$ cat config.mk
export PLATFORM = sky130hd
export DESIGN_NAME = pll_reset_sequencer
export DESIGN_NICKNAME = d
export VERILOG_FILES = /design/src/rtl/pll_reset_sequencer.sv
export SDC_FILE = /design/constraint.sdc
export NUM_CORES = 1
export LEC_CHECK = 0
export CORE_MARGIN = 5
export CORE_UTILIZATION = 40
export CTS_CLUSTER_DIAMETER = 120
export CTS_CLUSTER_SIZE = 40
export DETAILED_ROUTE_END_ITERATION = 8
export GPL_ROUTABILITY_DRIVEN = 0
export PLACE_DENSITY_LB_ADDON = 0.2
export RECOVER_POWER = 50
export SLEW_MARGIN = 0
export SYNTH_ARGS = -nofsm -noshare
export SYNTH_HDL_FRONTEND = slang
export SYNTH_SLANG_ARGS = --single-unit
$ cat constraint.sdc
create_clock -name global_clock -period 2.3 [get_ports global_clock]
set_clock_uncertainty 0.1 [all_clocks]
set_input_delay 0.46 -clock global_clock [delete_from_list [all_inputs] [get_ports global_clock]]
set_output_delay 0.46 -clock global_clock [all_outputs]
set_load 0.01 [all_outputs]
$ cat src/rtl/pll_reset_sequencer.sv
// Staged system-reset sequencer driven by PLL lock: synchronises locked, waits for a
// stable-lock window, releases reset domains in ascending order and tracks lock losses.
module pll_reset_sequencer #(
  parameter int STABLE_CYCLES = 1024,
  parameter int STAGES        = 3,
  parameter int STAGE_GAP     = 16,
  parameter int LOSS_CNT_W    = 8
) (
  input  logic                  global_clock,
  input  logic                  reset,
  input  logic                  locked,
  input  logic                  clear_sticky,
  output logic [STAGES-1:0]     sys_reset,
  output logic                  ready,
  output logic [LOSS_CNT_W-1:0] lock_loss_count,
  output logic                  lock_lost_sticky
);

  localparam int STABLE_W = (STABLE_CYCLES > 1) ? $clog2(STABLE_CYCLES) : 1;
  localparam int GAP_W    = (STAGE_GAP > 1) ? $clog2(STAGE_GAP) : 1;
  localparam logic [STABLE_W-1:0] STABLE_LAST = STABLE_W'(STABLE_CYCLES - 1);
  localparam logic [GAP_W-1:0]    GAP_LAST    = GAP_W'(STAGE_GAP - 1);

  typedef enum logic [1:0] {
    HOLD,
    STABILIZE,
    RELEASE,
    RUN
  } state_t;

  state_t                state_q, state_d;
  logic                  locked_meta_q, locked_s_q;
  logic [STABLE_W-1:0]   stable_cnt_q, stable_cnt_d;
  logic [GAP_W-1:0]      gap_cnt_q, gap_cnt_d;
  logic [STAGES-1:0]     sys_reset_q, sys_reset_d;
  logic                  ready_q, ready_d;
  logic [LOSS_CNT_W-1:0] loss_cnt_q, loss_cnt_d;
  logic                  sticky_q, sticky_d;
  logic                  release_stage;
  logic                  lock_loss;

  always_comb begin
    // NOTE: every variable gets a default before the case so no path leaves one unassigned (no latches).
    state_d       = state_q;
    stable_cnt_d  = stable_cnt_q;
    gap_cnt_d     = gap_cnt_q;
    sys_reset_d   = sys_reset_q;
    ready_d       = ready_q;
    loss_cnt_d    = loss_cnt_q;
    sticky_d      = sticky_q;
    release_stage = 1'b0;
    lock_loss     = 1'b0;

    case (state_q)
      HOLD: begin
        sys_reset_d = '1;
        ready_d     = 1'b0;
        if (locked_s_q) state_d = STABILIZE;
      end
      STABILIZE: begin
        if (!locked_s_q) begin
          state_d      = HOLD;
          stable_cnt_d = '0;
        end else if (stable_cnt_q == STABLE_LAST) begin
          stable_cnt_d  = '0;
          release_stage = 1'b1;
        end else begin
          stable_cnt_d = stable_cnt_q + 1'b1;
        end
      end
      RELEASE: begin
        if (!locked_s_q) begin
          lock_loss = 1'b1;
        end else if (gap_cnt_q == GAP_LAST) begin
          gap_cnt_d     = '0;
          release_stage = 1'b1;
        end else begin
          gap_cnt_d = gap_cnt_q + 1'b1;
        end
      end
      RUN: begin
        if (!locked_s_q) lock_loss = 1'b1;
      end
      default: state_d = HOLD;
    endcase

    // Shifting left clears the lowest still-asserted domain, so release is strictly ascending.
    if (release_stage) begin
      sys_reset_d = sys_reset_q << 1;
      if (sys_reset_d == '0) begin
        state_d = RUN;
        ready_d = 1'b1;
      end else begin
        state_d = RELEASE;
      end
    end

    if (lock_loss) begin
      state_d     = HOLD;
      sys_reset_d = '1;
      ready_d     = 1'b0;
      gap_cnt_d   = '0;
    end

    // Set has priority over clear when both land on the same edge.
    if (clear_sticky) sticky_d = 1'b0;
    if (lock_loss) begin
      sticky_d = 1'b1;
      if (loss_cnt_q != '1) loss_cnt_d = loss_cnt_q + 1'b1;
    end
  end

  // NOTE: sequential state uses non-blocking assignments so all flops update from pre-edge values.
  always_ff @(posedge global_clock) begin
    if (reset) begin
      state_q       <= HOLD;
      locked_meta_q <= 1'b0;
      locked_s_q    <= 1'b0;
      stable_cnt_q  <= '0;
      gap_cnt_q     <= '0;
      sys_reset_q   <= '1;
      ready_q       <= 1'b0;
      loss_cnt_q    <= '0;
      sticky_q      <= 1'b0;
    end else begin
      state_q       <= state_d;
      locked_meta_q <= locked;
      locked_s_q    <= locked_meta_q;
      stable_cnt_q  <= stable_cnt_d;
      gap_cnt_q     <= gap_cnt_d;
      sys_reset_q   <= sys_reset_d;
      ready_q       <= ready_d;
      loss_cnt_q    <= loss_cnt_d;
      sticky_q      <= sticky_d;
    end
  end

  assign sys_reset        = sys_reset_q;
  assign ready            = ready_q;
  assign lock_loss_count  = loss_cnt_q;
  assign lock_lost_sticky = sticky_q;

endmodule

Yosys cells after proc, flatten, opt, wreduce, memory -nomap -nowiden
Cells that the tools add are included.
W data, S select, Z words.
{"block": "totals", "register_bits": 31, "inputBits": 4, "out_inout_bits": 13, "wordCells": 52}
{"block": "classes", "add_sub_neg": 3, "eq_ne": 8, "muxes": 22, "reduce_logical": 10}
{"op": "$mux W10", "n": 2}
{"op": "$mux W1", "n": 12}
{"op": "$add A10 B1 Y10 const B", "n": 1}
{"op": "$eq A10 B10 Y1 const B", "n": 1}
{"op": "$add A8 B1 Y8 const B", "n": 1}
{"op": "$ne A8 B8 Y1 const B", "n": 1}
{"op": "$mux W2", "n": 3}
{"op": "$mux W3", "n": 2}
{"op": "$ne A3 B3 Y1 const B", "n": 2}
{"op": "$add A4 B1 Y4 const B", "n": 1}
{"op": "$eq A2 B2 Y1 const B", "n": 2}
{"op": "$eq A4 B4 Y1 const B", "n": 1}
{"op": "$mux W4", "n": 1}
{"op": "$pmux W2 S2", "n": 1}
{"op": "$reduce_and A2 Y1", "n": 2}
{"op": "$reduce_bool A2 Y1", "n": 2}
{"op": "$reduce_or A2 Y1", "n": 2}
{"op": "$logic_not A3 Y1", "n": 1}
{"op": "$reduce_and A3 Y1", "n": 1}
{"op": "$reduce_bool A3 Y1", "n": 1}
{"op": "$eq A2 B1 Y1 const B", "n": 1}
{"op": "$logic_not A2 Y1", "n": 1}
{"op": "$pmux W1 S2", "n": 1}

Depth between registers and ports, before layout
{"block": "logic_depth", "word_depth": 6, "depth_mapped": 7, "depth_no_buf": 6}

Worst setup path before layout
No wires, ideal clock.
{"block": "synth_timing", "path_type": "reg2reg", "from": "reg state_q[0]", "to": "reg loss_cnt_q[7] (netlist: lock_loss_count[7])", "setup_time_ns": 0.121, "t_arrival_ns": 1.463, "required_ns": 2.079, "slack_ns": 0.617, "stages_incl_launch_ff": 7, "path_buffers": 0, "period_less_slack_ns": 1.683, "path_cell_list": "dfxtp_1 -> inv_1 -> ha_1 -> o21bai_4 -> nor2_4 -> nor4b_2 -> mux2_2"}
{"block": "synth_via", "elab_chain_len": 4, "elab_cells_between_ends": 5, "cone_classes": "eq/ne: 2; mux: 1; reduce/logical: 2"}
{"element": "from (decl)", "line": "31", "rtl": "state_t state_q, state_d;"}
{"element": "from (signal assigned)", "line": "126", "rtl": "state_q <= state_d;"}
{"element": "$eq A2 B2 Y1", "line": "54", "rtl": "case (state_q)"}
{"element": "$reduce_or A2 Y1 (no line) *"}
{"element": "$mux W1 *"}
{"element": "$reduce_and A2 Y1 (no line) *"}
{"element": "to (signal assigned)", "line": "133", "rtl": "loss_cnt_q <= loss_cnt_d;"}
{"element": "to (decl)", "line": "37", "rtl": "logic [LOSS_CNT_W-1:0] loss_cnt_q, loss_cnt_d;"}
Every way passes the cells marked *; elsewhere a longest branch is shown, timed or not.
A chain may end at the register's enable or synchronous reset.

Final worst setup path
{"block": "layout_timing", "from": "reg state_q[0]", "to": "reg state_q[0]"}
{"block": "layout_via", "elab_chain_len": 4, "elab_cells_between_ends": 14, "cone_classes": "eq/ne: 5; mux: 4; reduce/logical: 5"}
{"element": "$eq A2 B2 Y1 or $eq A2 B1 Y1 (tied branches)", "line": "54"}
{"element": "$pmux W1 S2 or $reduce_or A2 Y1 (tied branches)"}
{"element": "$ne A3 B3 Y1 (no line), or another cell as far along"}
{"element": "$reduce_and A3 Y1 (no line) or $reduce_or A2 Y1 (tied branches)"}
Parallel ways exist; a longest one is shown, timed or not.

==> run metrics <==
Clk pwr share about two fifths; Slowest cell on crit path dfxtp_1; Mapped Avg Cell Area between 9 and 10 sq um; Initial DRT Pass Iterations 4; Antenna diodes 0; Seq pwr share about 51%; core area about 3700 sq um; pre-CTS setup slack roughly 0.44 ns; Synth warnings 0; Post-Synth XOR/XNOR Area under 10%; worst min path class register to register; fin nets 204; vias per inst 5.27; Setup crit start kind register; simple-gate area share of the yosys netlist 23.3%; Mapped Cells about 170; final setup fails 0; Boundary Pins 17; layout cells sized above 1 10.8%; worst endpoint required time between 2 and 2.5 ns; die height ~72 um; upper clock frequency limit roughly 520 MHz; Critical Path Most Common Cell nand2b_1; Rel. slew slack about three fifths; switching portion of total power ~22%; Hold Fails Final Rpt 0; outcome complete, no violations; Max Cap Viol 0; post-DP HPWL between 2000 and 2500 um; CP max stage delay 0.40 ns; Initial Utilization a little over two fifths; worst-margin pin slew 0.572 ns; CTS tree done; root buffer cell clkbuf_8; Pleak approximately 0.64 nW; critical path type register to register; PwrDens about 600 nW/um^2; Final period util approximately 83%; Post-route DRC 0; VDD IR max roughly 340 uV; syn nets ~180; ys flop type dfxtp_1; WP buf/inv 2; maximum fanout along the worst path 12; P_sw around 0.25 mW; DR vias between 1000 and 1500; Port-buffer cells 16; routed len/inst between 10 and 15 um; first-pass GRT wire length approximately 5600 um; sequential area share after synthesis roughly 40%; num rows 22; GRT Util Overall between 10% and 20%; Comb power frac 8.0%; Slew Viols, Final 0; most frequent cells in the layout dfxtp_1 (31), nor2_1 (22), nand2_1 (11), a21oi_1 (11), clkdlybuf4s50_1 (10); CTS sink cnt 31; worst skew pair latency 0.27 ns; routed wire length between 3000 and 4000 um; hold_buf cts 0; Post-synth EDFFs 0; delay-heaviest family, CP flip-flops; TritonCTS Buffers 5; crit end category register; commonest non-fill, non-tap cell in the layout dfxtp_1; total design power around 1.1 mW; Reg clk slew, reported paths 0.06 ns; largest net degree at the start of global routing 15; Synth cell types between 40 and 50; CP cell instances inv_1 -> ha_1 -> o21bai_4 -> nand2b_1 -> clkbuf_1 -> nand2b_1 -> mux2i_1; Initial DRC Count 62; asr flop ratio synth 0%; reg2reg setup slack around 0.4 ns; post-synthesis register bit count 31; final setup TNS 0 ns; post-route ant nets 0; Layout area overhead 20.8%; Pint about 0.85 mW; RSZ-0062 raised after global routing no; Post-Syn Area between 1500 and 2000 sq um; mux cell area share after synthesis under 10%; main combinational cell family by area after synthesis simple AND/OR/NAND/NOR gates; min Tclk post-route around 1.9 ns; initial antenna violation count 0; die span in x around 72 um; Setup Fix Bufs, Post-CTS 0; Synth Area in Adders roughly 5.7%; Crit path arrival time ~2.0 ns; clk buf depth 2; vias in the first global route about 1300; Post-CTS Resized 0; setup ws final 0.394 ns; GR Overflow Total 0; die area around 5200 sq um; CTS H-tree lvls 2; Synth Area in Compound Gates between 10% and 20%
-- power by group through the flow --
| stage | combinational, mW | clock [mW] | sequential (mW) |
|---|---|---|---|
| final | 0.0878 | 0.457 | 0.556 |
| after global placement | 0.0881 | 0 | 0.567 |
| after CTS | 0.0902 | 0.475 | 0.556 |
| after floorplan | 0.0654 | 0 | 0.566 |
| after detailed placement | 0.0893 | 0 | 0.568 |
| after global routing | 0.100 | 0.504 | 0.558 |
-- worst paths after layout --
path                                    to          start  depth (start not counted)
worst max-delay path            state_q[0]     state_q[0]                          7
worst min-delay path            locked_s_q  locked_meta_q                          1
worst max register to register  state_q[0]     state_q[0]                          7
worst min register to register  locked_s_q  locked_meta_q                          1
-- area by class of cell --
type / instances / area, sq um
repair buffers: 20 / 183
clock buffers: 8 / 100
flip-flops and latches: 31 / 621
multi-input cells: 127 / 876
inverters: 8 / 30.0
fillers: 361 / 1850
well taps: 48 / 60.1
-- layer usage --
layer / vias to the layer above / wire, um / track usage (%)
met5: - / 0 / 0
li1: 649 / - / -
met2: 26 / 1500 / 23.0
met4: 0 / 57 / 6.89
met3: 9 / 147 / 4.85
met1: 591 / 1320 / 15.0
-- worst register-to-register path, delay by kind of cell, from the launching register on --
kind            cells  cell delay, ns
compound gates      1            0.26
fa+ha+maj           1            0.31
buf+inv             2            0.32
flops               1            0.40
mux                 1            0.13
simple gates        2            0.30
-- metrics by stage --
| step | instances | area [sq um] | hold WS, ns | utilization, % |
|---|---|---|---|---|
| CTS | 242 | 1880 | 0.357 | 50.5 |
| finish | 242 | 1870 | 0.348 | 50.3 |
| global route | 242 | 1870 | 0.372 | 50.3 |
| floorplan | 171 | 1550 | 0.314 | - |
| detailed placement | 234 | 1780 | 0.342 | 47.8 |
| global placement | 234 | 1780 | 0.324 | 47.8 |
-- cell usage after synthesis, types with 2 or more instances --
library cell | n | area (sq um)
dfxtp_1 | 31 | 621
nor2_1 | 22 | 82.6
a21oi_1 | 11 | 55.1
nand2_1 | 11 | 41.3
nand3_1 | 9 | 45.0
inv_1 | 8 | 30.0
ha_1 | 7 | 87.6
o21ai_0 | 6 | 30.0
mux2i_1 | 5 | 50.1
nor3_1 | 5 | 25.0
xnor2_1 | 5 | 43.8
xor2_1 | 5 | 43.8
nand4_1 | 4 | 25.0
a311oi_1 | 3 | 26.3
nand2b_1 | 3 | 18.8
nor2b_1 | 3 | 18.8
or3_1 | 3 | 18.8
buf_2 | 2 | 10.0
clkbuf_1 | 2 | 7.51
mux2_2 | 2 | 22.5
nor4_1 | 2 | 12.5
o31ai_1 | 2 | 15.0
-- kinds of logic after synthesis --
family | Yosys count
XOR/XNOR | 10
multiplexers | 7
adder cells (fa/ha/maj) | 7
AND/OR/NAND/NOR | 68
AO/OA/AOI/OAI | 35
flip-flops | 31
buffers and inverters | 13
-- state kept, by name (all words and copies together), names as in the netlist --
register,cells
gap_cnt_q,4
sys_reset,3
lock_loss_count,8
stable_cnt_q,10
locked_meta_q,1
locked_s_q,1
state_q,2
lock_lost_sticky,1
ready,1
(Power assumes the default switching activity.)
